## config.mk

```make
export PLATFORM = sky130hd
export DESIGN_NAME = pc_run_controller
export DESIGN_NICKNAME = d
export VERILOG_FILES = /design/src/rtl/pc_run_controller.sv
export SDC_FILE = /design/constraint.sdc
export NUM_CORES = 1
export LEC_CHECK = 0
export ABC_AREA = 1
export BUFFER_PORTS_ARGS = -buffer_cell sky130_fd_sc_hd__buf_2
export CORE_MARGIN = 3
export CORE_UTILIZATION = 45
export CTS_BUF_LIST = sky130_fd_sc_hd__clkbuf_4 sky130_fd_sc_hd__clkbuf_8
export CTS_CLUSTER_DIAMETER = 100
export DETAILED_ROUTE_END_ITERATION = 8
export PLACE_DENSITY_LB_ADDON = 0.12
export RECOVER_POWER = 50
export SLEW_MARGIN = 25
export SYNTH_ARGS = -nofsm -noshare
export SYNTH_HDL_FRONTEND = slang
export SYNTH_SLANG_ARGS = --single-unit
```

## constraint.sdc

```tcl
create_clock -name clock -period 4.1 [get_ports clock]
set_clock_uncertainty 0.15 [all_clocks]
set_input_delay 0.41 -clock clock [delete_from_list [all_inputs] [get_ports clock]]
set_output_delay 0.41 -clock clock [all_outputs]
set_load 0.1 [all_outputs]
```

## src/rtl/pc_run_controller.sv

```systemverilog
// Button conditioner: two-flop synchronizer plus run-length debounce, 1-cycle pulse on accepted rise.
// Latency: raw rise sampled at edge k gives a pulse in the cycle after edge k+1+DEBOUNCE_CYCLES.
// Backpressure: none; a held button yields exactly one pulse, a release yields none.
module pc_run_debounce #(
    parameter int DEBOUNCE_CYCLES = 4
) (
    input  logic clock,
    input  logic reset,
    input  logic raw,
    output logic pulse
);
    // Last count value before a disagreeing level is accepted (DEBOUNCE_CYCLES is 1..255).
    localparam logic [7:0] COUNT_LAST = 8'(DEBOUNCE_CYCLES - 1);

    logic       sync_meta;
    logic       sync_level;
    logic       accepted;
    logic [7:0] run_count;
    logic       mismatch;
    logic       take;

    assign mismatch = (sync_level != accepted);
    assign take     = mismatch && (run_count == COUNT_LAST);

    // Two-flop synchronizer for the asynchronous front-panel input.
    always_ff @(posedge clock or posedge reset) begin
        if (reset) begin
            sync_meta  <= 1'b0;
            sync_level <= 1'b0;
        end else begin
            sync_meta  <= raw;
            sync_level <= sync_meta;
        end
    end

    // Count consecutive samples disagreeing with the accepted level; an agreeing sample restarts it.
    always_ff @(posedge clock or posedge reset) begin
        if (reset) begin
            run_count <= 8'd0;
            accepted  <= 1'b0;
        end else if (!mismatch) begin
            run_count <= 8'd0;
        end else if (take) begin
            run_count <= 8'd0;
            accepted  <= sync_level;
        end else begin
            run_count <= run_count + 8'd1;
        end
    end

    // Single-cycle pulse only when a new high level is accepted.
    always_ff @(posedge clock or posedge reset) begin
        if (reset) begin
            pulse <= 1'b0;
        end else begin
            pulse <= take && sync_level;
        end
    end
endmodule

// Run/halt/single-step sequencer producing the global enable for the single-cycle CPU.
// Latency: syscall-halt and breakpoint drop enable in the same cycle; buttons act one cycle after their pulse.
// Backpressure: enable is the only throttle; while it is low the PC and all architectural state hold.
module pc_run_controller #(
    parameter int DEBOUNCE_CYCLES = 4
) (
    input  logic        clock,
    input  logic        reset,
    input  logic [31:0] pc,
    input  logic        halt,
    input  logic        go,
    input  logic        step,
    input  logic        bpEnable,
    input  logic [31:0] bpAddress,
    output logic        enable,
    output logic [1:0]  state,
    output logic [1:0]  haltReason,
    output logic [31:0] haltCount,
    output logic [31:0] haltedCycles
);
    typedef enum logic [1:0] {
        ST_RUN    = 2'd0,
        ST_HALTED = 2'd1,
        ST_STEP   = 2'd2,
        ST_RESUME = 2'd3
    } run_state_t;

    localparam logic [1:0] REASON_NONE    = 2'd0;
    localparam logic [1:0] REASON_SYSCALL = 2'd1;
    localparam logic [1:0] REASON_BREAK   = 2'd2;
    localparam logic [1:0] REASON_MANUAL  = 2'd3;

    run_state_t  cur_state;
    run_state_t  nxt_state;
    logic [1:0]  reason_q;
    logic [1:0]  nxt_reason;
    logic [31:0] halt_count_q;
    logic [31:0] halted_cycles_q;
    logic        go_pulse;
    logic        step_pulse;
    logic        bp_hit;
    logic        halt_event;
    logic        run_enable;

    pc_run_debounce #(
        .DEBOUNCE_CYCLES (DEBOUNCE_CYCLES)
    ) u_go_debounce (
        .clock (clock),
        .reset (reset),
        .raw   (go),
        .pulse (go_pulse)
    );

    pc_run_debounce #(
        .DEBOUNCE_CYCLES (DEBOUNCE_CYCLES)
    ) u_step_debounce (
        .clock (clock),
        .reset (reset),
        .raw   (step),
        .pulse (step_pulse)
    );

    assign bp_hit = bpEnable && (pc == bpAddress);

    // Next state, halt reason and enable; the offending instruction is never clocked in RUN.
    always_comb begin
        nxt_state  = cur_state;
        nxt_reason = reason_q;
        halt_event = 1'b0;
        run_enable = 1'b0;
        case (cur_state)
            ST_RUN: begin
                if (halt) begin
                    nxt_state  = ST_HALTED;
                    nxt_reason = REASON_SYSCALL;
                    halt_event = 1'b1;
                end else if (bp_hit) begin
                    nxt_state  = ST_HALTED;
                    nxt_reason = REASON_BREAK;
                    halt_event = 1'b1;
                end else if (go_pulse) begin
                    nxt_state  = ST_HALTED;
                    nxt_reason = REASON_MANUAL;
                    halt_event = 1'b1;
                end else begin
                    run_enable = 1'b1;
                end
            end
            ST_HALTED: begin
                if (go_pulse) begin
                    nxt_state = ST_RESUME;
                end else if (step_pulse) begin
                    nxt_state = ST_STEP;
                end
            end
            ST_STEP: begin
                run_enable = 1'b1;
                nxt_state  = ST_HALTED;
            end
            ST_RESUME: begin
                run_enable = 1'b1;
                nxt_state  = ST_RUN;
                nxt_reason = REASON_NONE;
            end
            default: begin
                nxt_state  = ST_RUN;
                nxt_reason = REASON_NONE;
            end
        endcase
    end

    // State and halt-reason registers.
    always_ff @(posedge clock or posedge reset) begin
        if (reset) begin
            cur_state <= ST_RUN;
            reason_q  <= REASON_NONE;
        end else begin
            cur_state <= nxt_state;
            reason_q  <= nxt_reason;
        end
    end

    // Halt statistics; both counters wrap freely.
    always_ff @(posedge clock or posedge reset) begin
        if (reset) begin
            halt_count_q    <= 32'd0;
            halted_cycles_q <= 32'd0;
        end else begin
            if (halt_event) begin
                halt_count_q <= halt_count_q + 32'd1;
            end
            if (cur_state == ST_HALTED) begin
                halted_cycles_q <= halted_cycles_q + 32'd1;
            end
        end
    end

    // Reset forces enable low so the PC takes its own reset path.
    assign enable       = run_enable && !reset;
    assign state        = cur_state;
    assign haltReason   = reason_q;
    assign haltCount    = halt_count_q;
    assign haltedCycles = halted_cycles_q;
endmodule

```

* Word level (Yosys, flattened, before mapping)
Cells that the tools add are included.
** Operators by class
- Bitwise logic cells :: 0
- $add $sub $neg :: 4
- Multiplexer cells :: 22
- Divide/modulo/power cells :: 0
- Equality and inequality tests :: 10
- $mul :: 0
- Shift operators :: 0
- Order comparisons :: 0
- Reduce and logical (&&, ||, !) cells :: 14
** Operator list (count)
- adder 32 x 1 -> 32 bit, second input constant :: 2
- equality test 32 bit :: 1
- 2-to-1 mux 8 bit :: 4
- adder 8 x 1 -> 8 bit, second input constant :: 2
- equality test 8 x 2 -> 1 bit, second input constant :: 2
- 2-to-1 mux 2 bit :: 8
- case mux 2 bit (4 select lines) :: 1
- AND reduction 2 bit :: 4
- 2-to-1 mux 1 bit :: 7
- logical AND 1 bit :: 6
- equality test 2 bit, second input constant :: 2
- inequality test 4 x 3 -> 1 bit, second input constant :: 1
- case mux 2 bit (2 select lines) :: 1
- inequality test 3 x 1 -> 1 bit, second input constant :: 1
- equality test 2 x 1 -> 1 bit, second input constant :: 1
- logical NOT 2 bit :: 1
- inequality test 1 bit :: 2
- case mux 1 bit (2 select lines) :: 1
- nonzero test 2 bit :: 1
- OR reduction 2 bit :: 1
- logical NOT 1 bit :: 1
** Storage, ports and cells
- Bits of input ports :: 70
- Bits in latches :: 0
- Flip-flop bits (word level) :: 92
- Memories :: 0
- Bits in read-only memories :: 0
- Output and inout bits :: 69
- RAM bits :: 0
- Logic and storage cells :: 64

* Depth between registers and ports, before layout
Gate-level depths: netlist of run 1.
- Depth after elaboration :: 6
- Gate-level depth with buffers :: 14
- Depth with buffers taken out :: 13

* Modules after synthesis
Synthesis of run 1 repeated with hierarchy kept, for this count alone.
** Unflattened totals
- Cell total of the unflattened synthesis :: 821
- Area total of the unflattened synthesis :: 5819.3 µm²
** By module, submodules not included
- pc_run_controller :: sequential area each 1701.6 µm², times used 1, cells an instance 661, area an instance 4590.7 µm²
- pc_run_debounce :: sequential area each 300.3 µm², times used 2, cells an instance 80, area an instance 614.3 µm²

* Worst setup path after synthesis of run 1
OpenSTA, ideal clock, no wires.
- Path type :: input -> output
- Start point :: input port reset
- End point :: output port enable
- Path buffers :: 0
- Data required time :: 3.540 ns
- Cell stages on the path :: 3
- Slack :: -0.451 ns
- Arrival :: 3.991 ns
- Cells stage by stage :: inv_1 > nand2_1 > a21oi_1
** Between the ends
- Cells in the longest elaborated chain, start to end :: 2
** RTL lines
- start: declaration :: line 68 : input logic reset,
- logical NOT 1 bit (no line)
- logical AND 1 bit :: line 199 : assign enable = run_enable && !reset;
- end: declaration :: line 75 : output logic enable,
No other way between the ends.

* Worst setup path in the final report of run 1
- Start point :: register cur_state[0] (netlist: state[0])
- End point :: output port enable
** Between the ends
- Cells in the longest elaborated chain, start to end :: 4
- Elaborated cells between the ends (all ways) :: 6
- Those cells by class :: eq/ne: 2; mux: 1; reduce/logical: 3
** RTL lines
- start: declaration :: line 93 : run_state_t cur_state;
- start signal: assignment :: line 178 : cur_state <= nxt_state;
- equality test 2 bit :: line 131 : case (cur_state)
- OR reduction 2 bit (no line)
- case mux 1 bit (2 select lines) (*) :: line 131
- logical AND 1 bit (*) :: line 199
Every way passes the cells marked *; elsewhere a longest branch is shown, timed or not.

==> impl_metrics.toml, run 1 <==
[synth]
synthCells = 743
ys_seq_elements = 92
synth_area_sq_mm = 0.00558
avgSynthCellArea_sq_um = 7.51
synth_cell_types = 34
synth_area_leader_cell = "dfrtp_1"
synth_seq_area_share = 0.413
synth_top_area_frac = 0.413
synth-edff-count = 0
synth_area_leaders = "dfrtp_1 41%, nand2_1 15%, xor2_1 7.4%"
synth_nets = 821
synth-main-ff-cell = "dfrtp_1"
ys_warn_count = 0
async_flop_share = 1.00

[pwr]
leakage_uw = 0.00340
pwr_density_cell_mw_per_mm2 = 445
ir_worst_vdd_mv = 0.447

[drt]
route.detailed.drc = 0
vias_per_cell = 4.85
initialDrtViolationCount = 264
wl_per_cell_microns = 12.5
vias = 5149
wirelength_microns = 13300
dr.pass1.iters = 4
ant_nets = 0

[clock_tree]
cts_setup_buffers = 0
htreeDepth = 3
clk_path_buf_depth = 2
clock-sinks = 92
clk_pin_slew_ns = 0.09
root_buffer = "clkbuf_8"
clk_latency_ns = 0.38
cts_buffers = 9
cts_tree = "done"

[sta]
rsz0062_at_grt = "no"
min_period_ns = 2.89
tightest_slew_ns = 1.22
hold_viol_final = 0
slew_headroom = 0.192
final-setup-viol-count = 0
post-route-period-util = 0.704
clock.fmax_mhz = 346
setup_total_negative_slack_ns = 0
drv_slew = 0

[global_routing]
grt_overflow_total = 0
antenna_found_initial = 0
grt.total_usage = 0.198
grt_pass1_vias = 5023
grt_pass1_wl_microns = 23000
grt_max_degree = 76

[placement]
gp_congestion = 0.877
dp.cells = 1043
numPortBuffers = 138
dp_hpwl_microns = 10100

[setup_path]
critPathCaptureType = "output pin"
worstPathMaxFanout = 29
startpoint_type = "flip-flop"
critPathRequiredTime_ns = 3.54
cp_data_arrival_time_ns = 2.33
worstSetupPathType = "flip-flop to output pin"

[floorplanning]
die_w_microns = 117
start_util = 0.463
rows = 40
core_area_sq_mm = 0.0121
die_y_microns = 117
pin_count = 139
die_area_sq_mm = 0.0138

[hold_path]
hold_path_class = "input pin to flip-flop"

[layout]
mostFrequentLayoutCell = "nand2_1"
final_cells = 1062
area_growth_pct = 18.4
fin_nets = 967
diodes = 0
post-route-util = 0.548
drive_gt1_frac = 0.151
final_cell_mix = "224 x nand2_1, 101 x inv_1, 94 x buf_2"

[outcome]
status = "completed"

[job]
drv_cap = 0
[logic make-up after synthesis]
group | Yosys count | share of synthesized area
flops | 92 | 0.413
xor+xnor | 70 | 0.110
buf+inv | 113 | 0.0783
compound gates | 18 | 0.0170
simple gates | 441 | 0.362
fa+ha+maj | 8 | 0.0179
mux | 1 | 0.00202
[Yosys cell counts, types with 4 or more instances]
| library cell | instances |
|---|---|
| nand3b_1 | 7 |
| nor2_1 | 80 |
| xnor2_1 | 23 |
| dfrtp_1 | 92 |
| nor4_1 | 6 |
| nand3_1 | 63 |
| ha_1 | 8 |
| inv_1 | 102 |
| nand2_4 | 4 |
| buf_2 | 4 |
| nand2_1 | 222 |
| o21ai_0 | 8 |
| a21oi_1 | 4 |
| nand4_1 | 12 |
| xor2_1 | 47 |
| nor3_1 | 25 |
[stage by stage]
stage / hold WS [ns] / setup WS [ns] / cell area (sq um) / power [uW]
5_1_grt: 0.203 / 0.940 / 6610 / 3130
4_1_cts: 0.159 / 1.18 / 6690 / 3000
6_report: 0.188 / 1.21 / 6610 / 2940
3_5_place_dp: 0.186 / 1.56 / 6460 / 2370
2_1_floorplan: 0.181 / 0.360 / 5580 / 2120
3_3_place_gp: 0.186 / 1.61 / 6460 / 2340
[critical path: stages (launching register included)]
cell     delay, ns
dfrtp_1       0.44
inv_1         0.10
ha_1          0.14
buf_4         0.31
nand3_1       0.30
a21oi_1       0.21
buf_2         0.44
[worst paths after layout]
kind                                            from  depth (start not counted)                          to  slack, ns
max                                         state[0]                          6                      enable       1.21
min reg2reg                u_step_debounce.sync_meta                          0  u_step_debounce.sync_level       0.21
min                                             halt                          4               haltReason[1]       0.19
max in group asynchronous                      reset                          4                haltCount[6]       2.17
max reg2reg                                 state[1]                         10            haltedCycles[22]       1.65
min in group asynchronous                      reset                          3      u_go_debounce.accepted       0.54
[layout make-up]
cell class,count,area [sq um]
clock buffers,9,124
clock inverters,7,75.1
fillers,1215,5450
inverters,105,395
multi-input cells,538,2820
flip-flops and latches,92,2300
well taps,168,210
repair buffers,143,684
[report_power, final]
| part | switching (uW) | total (uW) | internal, uW |
|---|---|---|---|
| registers | 114 | 1130 | 1010 |
| clock network | 342 | 627 | 285 |
| logic | 950 | 1180 | 235 |
[sequential cells by signal (all words and copies together), names as in the netlist, 2 cells and up]
signal and flops:
haltedCycles 32, u_go_debounce.run_count 8, haltCount 32, state 2
u_step_debounce.run_count 8, haltReason 2
[per-layer routing]
layer	up-vias	routed length, microns	GRT usage
met3	20	606	0.0395
met1	2399	5930	0.252
met2	114	6510	0.337
met5	-	0	0
li1	2616	-	-
met4	0	225	0.0652
[timing repair]
action / in CTS / in global routing
hold buffers: 3 / 0
hold endpoints to repair: 19 / 0
gates resized for setup: 0 / 0
No activity file was read; power rests on OpenSTA's default activity.
==> run 2, diff against run 1 <==
==> constraint.sdc (replaced) <==
create_clock -name clock -period 2.6 [get_ports clock]
set_clock_uncertainty 0.15 [all_clocks]
set_input_delay 0.26 -clock clock [delete_from_list [all_inputs] [get_ports clock]]
set_output_delay 0.26 -clock clock [all_outputs]
set_load 0.1 [all_outputs]
==> run 2 against run 1 <==
Routed wire length up 1.0%. Utilization up 1.1 points. Via count down 0.41%. Combinational power up 66%. Largest power group unchanged.
==> impl_metrics.toml, run 2 (same netlist as run 1, synthesis figures left out) <==
[drt]
route.detailed.drc = 0
wirelength_microns = 13400
initialDrtViolationCount = 243
wl_per_cell_microns = 12.6
vias = 5128
ant_nets = 0
vias_per_cell = 4.82
dr.pass1.iters = 4

[setup_path]
startpoint_type = "flip-flop"
reg2reg_slack_ns = 0.39
cp.depth = 5
critPathCaptureType = "output pin"
reg2regPathDepth = 10
worstSetupPathType = "flip-flop to output pin"
critPathTopFamily = "flip-flops"
critPathRequiredTime_ns = 2.19
r2r-end = "haltedCycles[29]"
slowest_delay_ns = 0.45
startpoint = "state[0]"
r2r-start = "state[1]"
crit_buf_inv = 2
crit_path_top_delay_cell = "dfrtp_2"
worstPathMaxFanout = 7
cp_data_arrival_time_ns = 1.83
crit_chain = "inv_1, ha_1, nand3_1, a21oi_4, buf_12"

[global_routing]
grt.total_usage = 0.205
antenna_found_initial = 0
grt_max_degree = 93
grt_pass1_vias = 5099
grt_pass1_wl_microns = 23700
grt_overflow_total = 0

[floorplanning]
core_area_sq_mm = 0.0121
rows = 40
pin_count = 139
start_util = 0.463
die_w_microns = 117
die_area_sq_mm = 0.0138
die_y_microns = 117

[clock_tree]
cts_setup_buffers = 0
clock-sinks = 92
cts.repair.resized = 0
cts_buffers = 9
cts_tree = "done"
ctsHoldBuffers = 3
clk_latency_ns = 0.37
clk_pin_slew_ns = 0.09
clk_path_buf_depth = 2
htreeDepth = 3
root_buffer = "clkbuf_8"

[layout]
register_area_sq_mm = 0.00230
drive_gt1_frac = 0.200
multi_input_area_sq_mm = 0.00285
final_cells = 1063
fin_nets = 968
finalInstanceArea_sq_mm = 0.00674
area_growth_pct = 20.7
post-route-util = 0.559
mostFrequentLayoutCell = "nand2_1"
final_cell_mix = "223 x nand2_1, 130 x buf_2, 101 x inv_1"
fill_cells = 1179
diodes = 0

[pwr]
power.share.clock = 0.227
power_switching_uw = 2260
comb_power_share = 0.406
ir_worst_vdd_mv = 0.838
pwr_density_cell_mw_per_mm2 = 716
power_switching_share = 0.467
internal-power_uw = 2570
pwr-share-seq = 0.368
leakage_uw = 0.00358

[sta]
drv_slew = 0
rsz0062_at_grt = "no"
hold_ws_ns = 0.0331
min_period_ns = 2.24
post-route-period-util = 0.861
clock.fmax_mhz = 447
final-setup-viol-count = 0
hold_viol_final = 0
tightest_slew_ns = 1.24
slew_headroom = 0.175
setup_total_negative_slack_ns = 0

[placement]
dp_hpwl_microns = 10300
numPortBuffers = 138
place_area_sq_mm = 0.00651
gp_congestion = 0.870
dp.cells = 1044

[job]
drv_cap = 0

[hold_path]
worstHoldStart = "halt"
hold_path_class = "input pin to flip-flop"
hold_depth = 4
whs_endpoint = "haltReason[1]"

[outcome]
status = "completed"
run 2: power by group through the flow:
stage	Combinational [uW]	Clock (uW)	Sequential, uW
after floorplan	812	0	2550
after global placement	1950	0	1790
after detailed placement	1980	0	1810
after CTS	1990	1140	1780
after global routing	2130	1190	1810
final	1960	1090	1770
run 2: metrics by stage:
step,setup slack [ns],power (uW)
6_report,0.362,4820
5_1_grt,0.169,5140
4_1_cts,0.317,4900
3_5_place_dp,0.422,3790
3_3_place_gp,0.484,3750
2_1_floorplan,0.0359,3360
run 2: per-layer routing:
layer / wire (microns) / part of all wire / global-route usage / vias to the layer above
li1: - / - / - / 2613
met3: 670 / 0.050 / 0.0338 / 23
met2: 6400 / 0.48 / 0.337 / 129
met1: 6030 / 0.45 / 0.269 / 2363
met5: 0 / 0 / 0 / -
met4: 307 / 0.023 / 0.0836 / 0
run 2: layout make-up:
type | count | area share
Clock buffer | 9 | 0.0184
Clock inverter | 7 | 0.0149
Inverter | 105 | 0.0591
Multi-Input combinational cell | 538 | 0.423
Sequential cell | 92 | 0.342
Tap cell | 168 | 0.0312
Timing Repair Buffer | 144 | 0.111
run 2: worst reg2reg max path, stage by stage (launching register included):
cell and delay [ns]:
dfrtp_2 0.44, inv_1 0.10, ha_1 0.30, nand2_1 0.15, nor2_4 0.17, nand2_4 0.10
nor3_4 0.22, nand2_4 0.11, nor2_4 0.13, nand3_1 0.10, xnor2_1 0.14
run 2: worst max-delay path by stage:
| stage | endpoint | slack, ns |
|---|---|---|
| floorplan | enable | 0.04 |
| global placement | enable | 0.48 |
| detailed placement | haltedCycles[29] | 0.42 |
| CTS | enable | 0.32 |
| global route | haltedCycles[30] | 0.17 |
| finish | enable | 0.36 |
